[config.mk]
export PLATFORM = sky130hd
export DESIGN_NAME = fpu_arbiter
export DESIGN_NICKNAME = d
export VERILOG_FILES = /design/src/rtl/fpu_arbiter.sv
export SDC_FILE = /design/constraint.sdc
export NUM_CORES = 1
export LEC_CHECK = 0
export ABC_CLOCK_PERIOD_IN_PS = 2870
export CAP_MARGIN = 10
export CORE_UTILIZATION = 44
export DETAILED_ROUTE_END_ITERATION = 7
export PLACE_DENSITY = 0.92
export SLEW_MARGIN = 5
export SYNTH_ARGS = -nofsm -noshare
export SYNTH_HDL_FRONTEND = slang
export SYNTH_SLANG_ARGS = --single-unit
[constraint.sdc]
create_clock -name clock100KHz -period 2.87 [get_ports clock100KHz]
set_input_delay 0.287 -clock clock100KHz [delete_from_list [all_inputs] [get_ports clock100KHz]]
set_output_delay 0.287 -clock clock100KHz [all_outputs]
set_load 0.01 [all_outputs]
[src/rtl/fpu_arbiter.sv]
// rtl/fpu_arbiter.sv - round-robin sharing of one free-running fpu adder between two requesters
//
// Two requesters hand operand pairs over valid/ready. One pair at a time is
// driven onto the fpu, held for FPU_CYCLES clocks so the free-running adder
// settles, then the result is captured and returned over the granted
// requester's response channel.
//
// Ports:
//   clock100KHz            system clock, rising edge
//   reset                  synchronous, active-low
//   req{0,1}_valid/ready   operand handshake; req{0,1}_a/_b operands
//   rsp{0,1}_valid/ready   result handshake; rsp{0,1}_data/_status result
//   fpu_op_a/_b            operands to the fpu, held across the settle window
//   fpu_data_in/status_in  fpu result
//   busy                   any state other than IDLE
//   grant_id               requester owning the fpu, valid while busy
//   ops_done               completed transactions, wraps
module fpu_arbiter #(
  parameter int FPU_CYCLES = 64,
  parameter int CNT_W      = 16
) (
  input  logic             clock100KHz,
  input  logic             reset,
  input  logic             req0_valid,
  output logic             req0_ready,
  input  logic [31:0]      req0_a,
  input  logic [31:0]      req0_b,
  input  logic             req1_valid,
  output logic             req1_ready,
  input  logic [31:0]      req1_a,
  input  logic [31:0]      req1_b,
  output logic             rsp0_valid,
  input  logic             rsp0_ready,
  output logic [31:0]      rsp0_data,
  output logic [3:0]       rsp0_status,
  output logic             rsp1_valid,
  input  logic             rsp1_ready,
  output logic [31:0]      rsp1_data,
  output logic [3:0]       rsp1_status,
  output logic [31:0]      fpu_op_a,
  output logic [31:0]      fpu_op_b,
  input  logic [31:0]      fpu_data_in,
  input  logic [3:0]       fpu_status_in,
  output logic             busy,
  output logic             grant_id,
  output logic [CNT_W-1:0] ops_done
);

  typedef enum logic [1:0] {S_IDLE, S_WAIT, S_CAPTURE, S_RESPOND} state_t;

  localparam logic [7:0] LP_LOAD = 8'(FPU_CYCLES - 1);

  state_t           r_state;
  logic [7:0]       r_cnt;
  logic             r_rr;
  logic             r_grant;
  logic [31:0]      r_op_a;
  logic [31:0]      r_op_b;
  logic             r_rsp0_valid;
  logic             r_rsp1_valid;
  logic [31:0]      r_rsp0_data;
  logic [31:0]      r_rsp1_data;
  logic [3:0]       r_rsp0_status;
  logic [3:0]       r_rsp1_status;
  logic [CNT_W-1:0] r_ops;

  logic w_idle;
  logic w_grant;
  logic w_accept;
  logic w_rsp_ready;

  // Contention goes to the round-robin pointer; a lone request wins outright.
  assign w_grant     = (req0_valid && req1_valid) ? r_rr : req1_valid;
  // Readies are gated by reset so nothing looks accepted while reset is held.
  assign w_idle      = (r_state == S_IDLE) && reset;
  assign req0_ready  = w_idle && req0_valid && !w_grant;
  assign req1_ready  = w_idle && req1_valid && w_grant;
  assign w_accept    = req0_ready || req1_ready;
  assign w_rsp_ready = r_grant ? rsp1_ready : rsp0_ready;

  always_ff @(posedge clock100KHz) begin
    if (!reset) begin
      r_state       <= S_IDLE;
      r_cnt         <= '0;
      r_rr          <= 1'b0;
      r_grant       <= 1'b0;
      r_op_a        <= '0;
      r_op_b        <= '0;
      r_rsp0_valid  <= 1'b0;
      r_rsp1_valid  <= 1'b0;
      r_rsp0_data   <= '0;
      r_rsp1_data   <= '0;
      r_rsp0_status <= '0;
      r_rsp1_status <= '0;
      r_ops         <= '0;
    end else begin
      case (r_state)
        S_IDLE: begin
          if (w_accept) begin
            r_op_a  <= w_grant ? req1_a : req0_a;
            r_op_b  <= w_grant ? req1_b : req0_b;
            r_grant <= w_grant;
            r_cnt   <= LP_LOAD;
            r_state <= S_WAIT;
          end
        end
        S_WAIT: begin
          // Operands stay put; the fpu result is only trusted after the window.
          if (r_cnt == 8'd0) begin
            r_state <= S_CAPTURE;
          end else begin
            r_cnt <= r_cnt - 8'd1;
          end
        end
        S_CAPTURE: begin
          if (r_grant) begin
            r_rsp1_data   <= fpu_data_in;
            r_rsp1_status <= fpu_status_in;
            r_rsp1_valid  <= 1'b1;
          end else begin
            r_rsp0_data   <= fpu_data_in;
            r_rsp0_status <= fpu_status_in;
            r_rsp0_valid  <= 1'b1;
          end
          r_state <= S_RESPOND;
        end
        S_RESPOND: begin
          if (w_rsp_ready) begin
            if (r_grant) r_rsp1_valid <= 1'b0;
            else         r_rsp0_valid <= 1'b0;
            r_ops   <= r_ops + 1'b1;
            // Pointer moves only on completion so the loser gets the next turn.
            r_rr    <= ~r_grant;
            r_state <= S_IDLE;
          end
        end
        default: r_state <= S_IDLE;
      endcase
    end
  end

  assign fpu_op_a    = r_op_a;
  assign fpu_op_b    = r_op_b;
  assign rsp0_valid  = r_rsp0_valid;
  assign rsp1_valid  = r_rsp1_valid;
  assign rsp0_data   = r_rsp0_data;
  assign rsp1_data   = r_rsp1_data;
  assign rsp0_status = r_rsp0_status;
  assign rsp1_status = r_rsp1_status;
  assign busy        = (r_state != S_IDLE);
  assign grant_id    = r_grant;
  assign ops_done    = r_ops;

endmodule

==> metrics.md <==
| Metric | Value |
|---|---|
| Outcome | finished clean |
| Global-route wire length before repair | 32,900 um |
| Routed vias/inst | 5.22 |
| RSZ-0062 raised after global routing | no |
| Die height | 127 um |
| WP data required | 2.58 ns |
| Final WL | 21,300 um |
| Global route overflow | 0 |
| Synthesized area | 6870 um2 |
| Area share of the leading cell type in the synthesized netlist | 48.3% |
| Die width | 127 um |
| PnR worst setup slack | 0.293 ns |
| Die Area | 16,100 um2 |
| Cts hold-fix bufs | 0 |
| Post-synth EDFFs | 0 |
| Setup TNS | 0 ns |
| Crit path time final | 2.58 ns |
| Routability cong. | 0.813 |
| Slew @ Worst Pin | 0.748 ns |
| Setup Buffers After CTS | 0 |
| Mapped Cells | 777 |
| Combinational power share | 31.9% |
| Total track usage | 26.3% |
| First-pass DRT Iterations | 4 |
| Slew Limit Headroom | 50.1% |
| Root buffer cell | clkbuf_16 |
| Sequential fraction of the synthesis area | 48.3% |
| WL/cell | 16.7 um |
| Clock Pin Slew Worst Setup and Hold Paths | 0.06 ns |
| Max VDD drop | 0.414 mV |
| Port Buffers | 327 |
| Final hold viol count | 0 |
| Fin Clk Skew | 0.00944 ns |
| Syn avg cell area | 8.85 um2 |
| Area contributors post-synth | dfxtp_1 (48%), mux2i_1 (9.6%), nand2_1 (8.8%) |
| CTS tree | built |
| Most frequent cells in the layout | clkdlybuf4s50_1 (326), dfxtp_1 (166), nand2_1 (161) |
| Design Area, Final | 10,800 um2 |
| Worst hold path cell count | 4 |
| Unique masters post-synth | 38 |
| Worst-path fanout max | 6 |
| Achievable Freq | 0.388 GHz |
| Syn_nets | 955 |
| Worst Hold Margin | 0.349 ns |
| Clock buffer depth | 2 |
| Via count | 6,667 |
| Leakage Power | 4.16 nW |
| Switching part of the total | 31.6% |
| Clock power frac | 29.0% |
| Critical Path End Type | output port |
| Initial antenna violation count | 2 |
| Worst Hold Class | in -> reg |
| Std-Cell Rows | 45 |
| PD cells | 709 nW/um2 |
| Period utilization | 89.8% |
| Sink Count | 166 |
| Final ANT Viol Nets | 0 |
| # setup viols final | 0 |
| Switching Power | 2.43 mW |
| Detailed router's first-iteration violation count | 392 |
| Area delta synth->final | 57.8% |
| MaxCap Viol Count | 0 |
| Detailed placement HPWL | 14,900 um |
| Layout cells sized above 1 | 4.51% |
| Commonest non-fill, non-tap cell in the layout | clkdlybuf4s50_1 |
| Synth Flop Type | dfxtp_1 |
| IO Pins | 328 |
| Critical Path Start Type | flip-flop |
| Flop pwr share | 39.1% |
| Worst skew pair latency | 0.42 ns |
| Final nets | 1,251 |
| Vias in the first global route | 6,471 |
| Core Area | 15,200 um2 |
| # resized after CTS | 0 |
| Worst r2r path cells | 7 |
| Htree depth | 4 |
| Dpl ws | 0.724 ns |
| Largest net degree at the start of global routing | 168 |
| Flops & latches, synth | 166 |
| Internal cell power | 5.26 mW |
| Ys async rst share | 0% |
| Synth area leader | dfxtp_1 |
| Total CTS buffers | 17 |
| Synth Warn # | 0 |
| Dpl cell area | 10,300 um2 |
| Slew Viols, Final | 0 |
| DRC | 0 |
| Initial Utilization | 45.2% |
| Worst EP arrival | 2.29 ns |
| Setup CP Type | reg -> out |
## worst max-delay path, stage by stage (launching register included)
cell,delay [ns]
dfxtp_1,0.34
inv_1,0.12
ha_1,0.36
nand2_1,0.14
a211oi_1,0.31
clkdlybuf4s50_1,0.61
## cells by family after synthesis
kind of cell	count (synthesis)	share of synthesized area, %
XOR/XNOR	17	2.17
multiplexers	66	9.61
AND/OR/NAND/NOR	288	19.2
buffers and inverters	66	3.79
AO/OA/AOI/OAI	166	15.4
adder cells (fa/ha/maj)	8	1.46
flip-flops	166	48.3
## final cells by class
class | count | area, um2
Antenna cell | 2 | 5.00
Clock buffer | 19 | 453
Clock inverter | 13 | 123
Fill cell | 1111 | 4360
Inverter | 9 | 33.8
Multi-Input combinational cell | 545 | 3310
Sequential cell | 166 | 3320
Tap cell | 188 | 235
Timing Repair Buffer | 334 | 3360
## final timing paths
path / to / slack, ns / from
worst min-delay path: grant_id / 0.35 / reset
worst max-delay path: req0_ready / 0.29 / r_state[0]
worst min register to register: rsp1_data[8] / 0.46 / rsp1_data[8]
worst max register to register: r_cnt[4] / 1.01 / r_state[0]
## synth_stat cells (2+ instances only)
cell type	n
xnor2_1	11
nand2_1	161
buf_2	10
nor2b_1	2
xor2_1	6
o21ai_0	69
nor2_1	11
clkbuf_1	35
ha_1	8
o21a_1	3
nand4_1	6
and3_1	5
and2_1	17
dfxtp_1	166
nand3_2	2
or3_1	3
nand3_1	73
o21ai_1	9
a21boi_0	75
inv_1	9
buf_1	12
a21oi_1	2
o31a_1	2
mux2i_1	66
## flip-flops by register name, summed over array words and instances, names as in the netlist, 2 cells and up
name and count:
rsp1_data 32, rsp0_status 4, ops_done 16, fpu_op_a 32, r_state 2, rsp0_data 32
rsp1_status 4, r_cnt 8, fpu_op_b 32
## power by group through the flow
stage                     registers (mW)  clock network (mW)  logic, mW
after CTS                           3.00                2.27       2.46
final                               3.00                2.23       2.45
after global routing                3.05                2.36       2.66
after global placement              3.03                   0       2.38
after detailed placement            3.04                   0       2.44
after floorplan                     3.19                   0       1.01
## per-layer routing
| metal | wire length [um] | track usage, % | share of wire [%] | vias to the layer above |
|---|---|---|---|---|
| met4 | 820 | 14.8 | 3.9 | 2 |
| met3 | 1890 | 9.80 | 8.9 | 55 |
| met1 | 8210 | 28.5 | 39 | 3083 |
| li1 | - | - | - | 3248 |
| met2 | 10300 | 44.2 | 49 | 279 |
| met5 | 25 | 0 | 0.12 | - |
## through the flow
stage	utilization [%]	instances	power, mW
3_3_place_gp	67.5	1242	5.41
3_5_place_dp	67.5	1242	5.48
4_1_cts	71.3	1274	7.73
2_1_floorplan	-	777	4.19
6_report	71.3	1276	7.69
5_1_grt	71.3	1276	8.08
Note: power is estimated with default switching activity, not from simulation.
